[src/rtl/sc_move_arbiter.sv]
// sc_move_arbiter: merges synchronised player buttons and lane-shift ticks into one acknowledged command stream.
// Optional held-direction auto-repeat is built when SC_MOVEARBITER_REPEAT_EN is defined.
module sc_move_arbiter #(
    parameter int unsigned GAP_CYCLES    = 12500000,
    parameter int unsigned REPEAT_CYCLES = 12500000
) (
    input  logic       SC_MOVEARBITER_CLOCK_50,
    input  logic       SC_MOVEARBITER_RESET_InLow,
    input  logic       SC_MOVEARBITER_startButton_InLow,
    input  logic       SC_MOVEARBITER_upButton_InLow,
    input  logic       SC_MOVEARBITER_downButton_InLow,
    input  logic       SC_MOVEARBITER_leftButton_InLow,
    input  logic       SC_MOVEARBITER_rightButton_InLow,
    input  logic       SC_MOVEARBITER_bottomsidecomparator_InLow,
    input  logic       SC_MOVEARBITER_laneTick_InHigh,
    input  logic       SC_MOVEARBITER_cmdAck_InHigh,
    output logic       SC_MOVEARBITER_cmdValid_OutHigh,
    output logic [2:0] SC_MOVEARBITER_cmd_Out,
    output logic       SC_MOVEARBITER_busy_OutHigh,
    output logic       SC_MOVEARBITER_overrun_OutHigh
);

    localparam int unsigned MAXC = (GAP_CYCLES > REPEAT_CYCLES) ? GAP_CYCLES : REPEAT_CYCLES;
    localparam int unsigned CW   = $clog2(MAXC + 1);
    localparam logic [CW-1:0] GAP_LOAD = CW'(GAP_CYCLES - 1);

    typedef enum logic [1:0] {S_IDLE, S_ISSUE, S_GAP} state_t;
    typedef enum logic [2:0] {
        CMD_NOP   = 3'd0,
        CMD_START = 3'd1,
        CMD_UP    = 3'd2,
        CMD_DOWN  = 3'd3,
        CMD_LEFT  = 3'd4,
        CMD_RIGHT = 3'd5,
        CMD_SHIFT = 3'd6
    } cmd_t;

    state_t      r_state, w_state_nxt;
    cmd_t        r_cmd, w_cmd_nxt;
    logic [CW-1:0] r_cnt, w_cnt_nxt;

    logic [4:0]  w_btn_raw;
    logic [4:0]  r_btn_s1, r_btn_s2;
    logic [4:0]  w_pressed;
    logic [1:0]  r_sync_vld;
    logic        r_armed, w_armed_eff, w_arm_clr;
    logic        r_tick_pend, r_overrun;
    logic        w_shift_ack;
    logic [4:0]  w_dir_latch;
    logic        w_rpt_fire;

    // bit order: {right, left, down, up, start}
    assign w_btn_raw = {SC_MOVEARBITER_rightButton_InLow, SC_MOVEARBITER_leftButton_InLow,
                        SC_MOVEARBITER_downButton_InLow, SC_MOVEARBITER_upButton_InLow,
                        SC_MOVEARBITER_startButton_InLow};
    assign w_pressed = ~r_btn_s2;

    always_ff @(posedge SC_MOVEARBITER_CLOCK_50 or negedge SC_MOVEARBITER_RESET_InLow) begin
        if (!SC_MOVEARBITER_RESET_InLow) begin
            r_btn_s1   <= '1;
            r_btn_s2   <= '1;
            r_sync_vld <= '0;
        end else begin
            r_btn_s1   <= w_btn_raw;
            r_btn_s2   <= r_btn_s1;
            r_sync_vld <= {r_sync_vld[0], 1'b1};
        end
    end

    // Synchroniser reset values must not count as a release, hence the r_sync_vld qualifier.
    always_ff @(posedge SC_MOVEARBITER_CLOCK_50 or negedge SC_MOVEARBITER_RESET_InLow) begin
        if (!SC_MOVEARBITER_RESET_InLow) begin
            r_armed <= 1'b0;
        end else if (w_arm_clr) begin
            r_armed <= 1'b0;
        end else if ((&r_btn_s2 && r_sync_vld[1]) || w_rpt_fire) begin
            r_armed <= 1'b1;
        end
    end

    assign w_armed_eff = r_armed | w_rpt_fire;
    assign w_shift_ack = (r_state == S_ISSUE) && SC_MOVEARBITER_cmdAck_InHigh && (r_cmd == CMD_SHIFT);

    always_ff @(posedge SC_MOVEARBITER_CLOCK_50 or negedge SC_MOVEARBITER_RESET_InLow) begin
        if (!SC_MOVEARBITER_RESET_InLow) begin
            r_tick_pend <= 1'b0;
            r_overrun   <= 1'b0;
        end else begin
            if (SC_MOVEARBITER_laneTick_InHigh)
                r_tick_pend <= 1'b1;
            else if (w_shift_ack)
                r_tick_pend <= 1'b0;
            if (SC_MOVEARBITER_laneTick_InHigh && r_tick_pend && !w_shift_ack)
                r_overrun <= 1'b1;
        end
    end

    always_ff @(posedge SC_MOVEARBITER_CLOCK_50 or negedge SC_MOVEARBITER_RESET_InLow) begin
        if (!SC_MOVEARBITER_RESET_InLow) begin
            r_state <= S_IDLE;
            r_cmd   <= CMD_NOP;
            r_cnt   <= '0;
        end else begin
            r_state <= w_state_nxt;
            r_cmd   <= w_cmd_nxt;
            r_cnt   <= w_cnt_nxt;
        end
    end

    always_comb begin
        w_state_nxt = r_state;
        w_cmd_nxt   = r_cmd;
        w_cnt_nxt   = r_cnt;
        w_arm_clr   = 1'b0;
        w_dir_latch = '0;
        case (r_state)
            S_IDLE: begin
                w_cmd_nxt = CMD_NOP;
                if (r_tick_pend) begin
                    w_cmd_nxt   = CMD_SHIFT;
                    w_state_nxt = S_ISSUE;
                end else if (w_armed_eff && (|w_pressed)) begin
                    w_arm_clr   = 1'b1;
                    w_state_nxt = S_ISSUE;
                    if (w_pressed[0]) begin
                        w_cmd_nxt = CMD_START;
                    end else if (w_pressed[1]) begin
                        w_cmd_nxt   = CMD_UP;
                        w_dir_latch = 5'b00010;
                    end else if (w_pressed[2]) begin
                        if (SC_MOVEARBITER_bottomsidecomparator_InLow) begin
                            w_cmd_nxt   = CMD_DOWN;
                            w_dir_latch = 5'b00100;
                        end else begin
                            w_state_nxt = S_IDLE;
                        end
                    end else if (w_pressed[3]) begin
                        w_cmd_nxt   = CMD_LEFT;
                        w_dir_latch = 5'b01000;
                    end else begin
                        w_cmd_nxt   = CMD_RIGHT;
                        w_dir_latch = 5'b10000;
                    end
                end
            end
            S_ISSUE: begin
                if (SC_MOVEARBITER_cmdAck_InHigh) begin
                    w_cmd_nxt = CMD_NOP;
                    if (r_cmd == CMD_SHIFT) begin
                        w_state_nxt = S_IDLE;
                    end else begin
                        w_state_nxt = S_GAP;
                        w_cnt_nxt   = GAP_LOAD;
                    end
                end
            end
            S_GAP: begin
                w_cmd_nxt = CMD_NOP;
                if (r_cnt == '0)
                    w_state_nxt = S_IDLE;
                else
                    w_cnt_nxt = r_cnt - 1'b1;
            end
            default: begin
                w_state_nxt = S_IDLE;
                w_cmd_nxt   = CMD_NOP;
            end
        endcase
    end

`ifdef SC_MOVEARBITER_REPEAT_EN
    logic [CW-1:0] r_rpt_cnt;
    logic [4:0]    r_rpt_btn;

    // Repeat fires only while exactly the last accepted direction stays held.
    assign w_rpt_fire = (r_rpt_btn != '0) && (w_pressed == r_rpt_btn) && (r_rpt_cnt == '0);

    always_ff @(posedge SC_MOVEARBITER_CLOCK_50 or negedge SC_MOVEARBITER_RESET_InLow) begin
        if (!SC_MOVEARBITER_RESET_InLow) begin
            r_rpt_cnt <= '0;
            r_rpt_btn <= '0;
        end else if (w_dir_latch != '0) begin
            r_rpt_btn <= w_dir_latch;
            r_rpt_cnt <= CW'(REPEAT_CYCLES - 1);
        end else if (w_pressed != r_rpt_btn) begin
            r_rpt_btn <= '0;
        end else if (r_rpt_cnt != '0) begin
            r_rpt_cnt <= r_rpt_cnt - 1'b1;
        end
    end
`else
    logic w_unused_dir;
    assign w_unused_dir = |w_dir_latch;
    assign w_rpt_fire   = 1'b0;
`endif

    assign SC_MOVEARBITER_cmdValid_OutHigh = (r_state == S_ISSUE);
    assign SC_MOVEARBITER_cmd_Out          = r_cmd;
    assign SC_MOVEARBITER_busy_OutHigh     = (r_state != S_IDLE);
    assign SC_MOVEARBITER_overrun_OutHigh  = r_overrun;

endmodule

[config.mk]
export PLATFORM = sky130hd
export DESIGN_NAME = sc_move_arbiter
export DESIGN_NICKNAME = d
export VERILOG_FILES = /design/src/rtl/sc_move_arbiter.sv
export SDC_FILE = /design/constraint.sdc
export NUM_CORES = 1
export LEC_CHECK = 0
export CORE_UTILIZATION = 58
export DETAILED_ROUTE_END_ITERATION = 8
export HOLD_SLACK_MARGIN = 0.12
export PLACE_DENSITY = 0.79
export SKIP_CTS_REPAIR_TIMING = 1
export SLEW_MARGIN = 30
export SYNTH_ARGS = -nofsm -noshare
export SYNTH_HDL_FRONTEND = slang
export SYNTH_SLANG_ARGS = --single-unit
[constraint.sdc]
create_clock -name SC_MOVEARBITER_CLOCK_50 -period 2.7 [get_ports SC_MOVEARBITER_CLOCK_50]
set_clock_uncertainty 0.1 [all_clocks]
set_input_delay 0.81 -clock SC_MOVEARBITER_CLOCK_50 [delete_from_list [all_inputs] [get_ports SC_MOVEARBITER_CLOCK_50]]
set_output_delay 0.81 -clock SC_MOVEARBITER_CLOCK_50 [all_outputs]
set_load 0.005 [all_outputs]
* Word-level counts from Yosys, hierarchy flattened
Cells that the tools add are included.
Word-level totals: logic and storage cells 66, input bits 10, output and inout port bits 6, flip-flop bits (word level) 44
Cells by class: bitwise operators 1, eq/ne operators 8, $add $sub $neg 1, reductions and logical operators 17, muxes and demuxes 30
Operators with widths (number):
- 24-bit two-way mux | 3
- 24-bit case mux with 2 select lines | 1
- 24-bit zero test | 1
- 24-bit by 1-bit subtractor with 24-bit output, second input constant | 1
- 3-bit two-way mux | 6
- 1-bit two-way mux | 12
- 2-bit two-way mux | 6
- 2-bit inequality test, second input constant | 4
- 2-bit nonzero test | 4
- 1-bit logical AND | 6
- 2-bit case mux with 3 select lines | 1
- 3-bit case mux with 2 select lines | 1
- 5-bit inverter | 1
- 5-bit AND reduction | 1
- 5-bit OR reduction | 1
- 4-bit AND reduction | 1
- 3-bit equality test, second input constant | 1
- 3-bit inequality test, second input constant | 1
- 3-bit AND reduction | 1
- 2-bit by 1-bit equality test with 1-bit output, second input constant | 1
- 2-bit equality test, second input constant | 1
- 2-bit zero test | 1
- 1-bit zero test | 1

* Depth between registers and ports, before layout
depth after elaboration 8, depth in mapped cells 7, mapped depth without buffers 6

* Worst setup path after synthesis
OpenSTA, ideal clock, no wires.
kind register to register, from register r_cnt[0], to register r_cnt[20], slack 737 ps, data arrival time 1732 ps, path buffers 0, required time 2469 ps, stages on the path, launching flop included 7, cells stage by stage dfrtp_1 > inv_1 > ha_1 > nor3b_2 > nand4_2 > o31a_1 > or3_1
Between the ends: longest elaborated chain between the ends 3, elaborated cells between the ends (all ways) 6, those cells by class add/sub (1); eq/ne (1); mux (2); reduce/logical (2)
Ends and longest elaborated chain:
- from (decl) | RTL line 40 | logic [CW-1:0] r_cnt, w_cnt_nxt;
- from (signal assigned) | RTL line 106 | r_cnt <= w_cnt_nxt;
- 24-bit by 1-bit subtractor with 24-bit output or 24-bit zero test (tied branches) | RTL line 162, 159
- 24-bit two-way mux or 2-bit inequality test (tied branches)
- 24-bit case mux with 2 select lines or 4-bit AND reduction (tied branches)
Parallel ways exist; a longest one is shown, timed or not. The select of a mux whose other input is x is not followed. A chain may end at the register's enable or synchronous reset.

* Worst setup path after layout
from register r_state[0], to output SC_MOVEARBITER_cmdValid_OutHigh
Between the ends: longest elaborated chain between the ends 1
Ends and longest elaborated chain:
- from (decl) | RTL line 38 | state_t r_state, w_state_nxt;
- from (signal assigned) | RTL line 104 | r_state <= w_state_nxt;
- 2-bit by 1-bit equality test with 1-bit output | RTL line 197 | assign SC_MOVEARBITER_cmdValid_OutHigh = (r_state == S_ISSUE);
- to (decl) | RTL line 17 | output logic SC_MOVEARBITER_cmdValid_OutHigh,
Every way passes these cells.

==> results.txt <==
Outcome = finished clean
Syn nets = 227
Leakage = 1.06 nW
# IOs = 16
P per Cell Area = 667 mW/mm2
Root Driver = clkbuf_8
Worst Setup Slack, final = 0.239 ns
Starting Density = 61.1%
Diodes inserted = 0
Min-delay worst type = register to register
Worst-path clk slew = 0.09 ns
Clock Sinks = 44
Final Wtd Congestion = 0.973
Vias in the first global route = 1756
Area of the multi-input gates = 0.00111 mm2
EDFF count, synth = 0
Endpoints failing hold = 0
Int Power = 1.22 mW
Vias = 1774
Synth Flop Type = dfrtp_1
Drt total wl = 4.60 mm
R2R Path End = r_cnt[20]
CTS buffer count = 5
Initial antenna violation count = 0
Yosys cell types = 49
Max_cap viols = 0
Arrival @ worst endpoint = 1.55 ns
Hold path start = r_btn_s1[0]
Fin. max-slew vios = 0
CTS Buffer Depth = 2
Top cells by area, synth = dfrtp_1, dfstp_2, mux2i_1
CP Class = register to output pin
Starting DRT DRC Count = 102
Largest net degree at the start of global routing = 38
Gr ovfl total = 0
Layout cell share with drive strength beyond 1 = 17.9%
Combinational Power Share = 24.9%
First-pass GRT wire length = 7.90 mm
FF-to-FF Start = r_cnt[4]
Fin crit share = 91.2%
Most common cell after layout, fill and taps aside = dfrtp_1
Register area = 0.00111 mm2
CP Launch Type = register
Post-synthesis sequential area ratio = 49.0%
Clock power share = 29.3%
Final Power = 1.76 mW
Asr flop ratio synth = 100%
Final #Nets = 251
Area Overhead vs Synth = 16.0%
Fin area = 0.00264 mm2
Std cell rows = 22
Fmax achieved = 406 MHz
Die Area = 0.00417 mm2
RSZ-0062 raised after global routing = false
Leading area contributor after synthesis = dfrtp_1
R2r setup slk = 0.54 ns
DP HPWL = 3.31 mm
IO Port Bufs = 15
CORE AREA = 0.00372 mm2
Most frequent cells in the layout = dfrtp_1, mux2i_1, nor2_1
Pre-CTS setup slack = 0.402 ns
Hold endpoint = r_btn_s2[0]
Chip Width = 64.6 um
# fillers = 277
Worst slew margin = 47.9%
Vias/cell = 6.16
Gr usage total = 25.1%
Mapped Cells = 215
Reg power frac = 45.8%
Hold Path Depth = 0
Post-route DRC = 0
Switching share of power = 30.5%
Yosys reg bits = 44
R2R depth = 4
Post-layout util = 70.9%
Cell area after placement = 0.00252 mm2
TritonCTS clock tree = done
Post-DRT Antenna Nets = 0
DRT Pass-1 Iters = 4
Final TNS setup = 0 ns
Chip height = 64.6 um
Crit path max fanout = 8
Synth Warn # = 0
Worst slew pin tran = 0.781 ns
CTS H-tree lvls = 2
CP endpoint kind = output pin
VDD IR max = 514 uV
Setup violators final = 0
Mapped Area = 0.00227 mm2
Post-layout min period = 2.46 ns
Share of the synthesized area in the top cell type = 37.4%
Mean Syn Cell Area = 10.6 um2
CP Data Required Time = 1.79 ns
Per-cell routed wire length = 16.0 um
NetSw = 0.535 mW
Later-pin clock latency in the skew report = 0.30 ns
layer usage:
metal	vias to the layer above	track usage, %	part of all wire (%)
met5	-	0	0
li1	850	-	-
met4	0	11.4	2.3
met3	11	6.34	4.5
met1	868	32.7	46
met2	45	39.5	47
synth_stat cells, drive strengths merged (2+ instances only):
cell	instances
a21oi	2
a221oi	2
a31oi	2
and2	8
and4	3
clkbuf	6
dfrtp	34
dfstp	10
ha	2
inv	5
mux2i	21
nand2	16
nand2b	4
nand3	6
nand3b	2
nand4	7
nor2	20
nor2b	4
nor3	5
nor4	11
o2111ai	5
o211ai	2
o21ai	11
or2	2
or3	4
or4	5
per-stage QoR:
stage,hold slack (ns),instances
2_1_floorplan,0.231,215
3_3_place_gp,0.235,280
3_5_place_dp,0.247,280
4_1_cts,0.259,288
5_1_grt,0.262,288
6_report,0.255,288
sequential cells by signal (all words and copies together) (netlist names):
register	count
r_sync_vld	2
r_tick_pend	1
r_state	2
r_btn_s1	5
r_armed	1
SC_MOVEARBITER_overrun_OutHigh	1
r_cnt	24
SC_MOVEARBITER_cmd_Out	3
r_btn_s2	5
kinds of logic after synthesis:
group	Yosys count	share of synthesized area, %
AO/OA/AOI/OAI	33	10.4
adder cells (fa/ha/maj)	2	1.10
buffers and inverters	12	1.98
flip-flops	44	49.0
multiplexers	21	9.25
other	1	0.165
AND/OR/NAND/NOR	102	28.1
worst max-delay path by stage:
| stage | depth (start not counted) | slack [ns] | from | to |
|---|---|---|---|---|
| 6_report | 2 | 0.24 | r_state[0] | SC_MOVEARBITER_cmdValid_OutHigh |
| 5_1_grt | 2 | 0.14 | r_state[0] | SC_MOVEARBITER_cmdValid_OutHigh |
| 4_1_cts | 2 | 0.23 | r_state[0] | SC_MOVEARBITER_cmdValid_OutHigh |
| 3_5_place_dp | 6 | 0.40 | SC_MOVEARBITER_cmdAck_InHigh | r_cnt[22] |
| 3_3_place_gp | 6 | 0.45 | SC_MOVEARBITER_cmdAck_InHigh | r_cnt[22] |
| 2_1_floorplan | 6 | 0.74 | r_cnt[0] | r_cnt[20] |
worst max-delay path: stages (launching register included):
cell,delay [ns]
dfrtp_1,0.47
nor2b_1,0.24
clkdlybuf4s50_1,0.53
power groups by stage:
stage | clock [mW] | sequential, mW | combinational (mW)
after global routing | 0.552 | 0.815 | 0.481
after global placement | 0 | 0.811 | 0.418
after detailed placement | 0 | 0.816 | 0.436
after CTS | 0.527 | 0.804 | 0.438
after floorplan | 0 | 0.799 | 0.255
final | 0.515 | 0.805 | 0.437
layout make-up:
type                    count  share of cell area, %
well taps                  48                   2.28
flip-flops and latches     44                   42.3
repair buffers             24                   8.07
multi-input cells         159                   42.3
inverters                   5                  0.712
clock buffers               5                   2.61
clock inverters             3                   1.80
(Power assumes the default switching activity.)
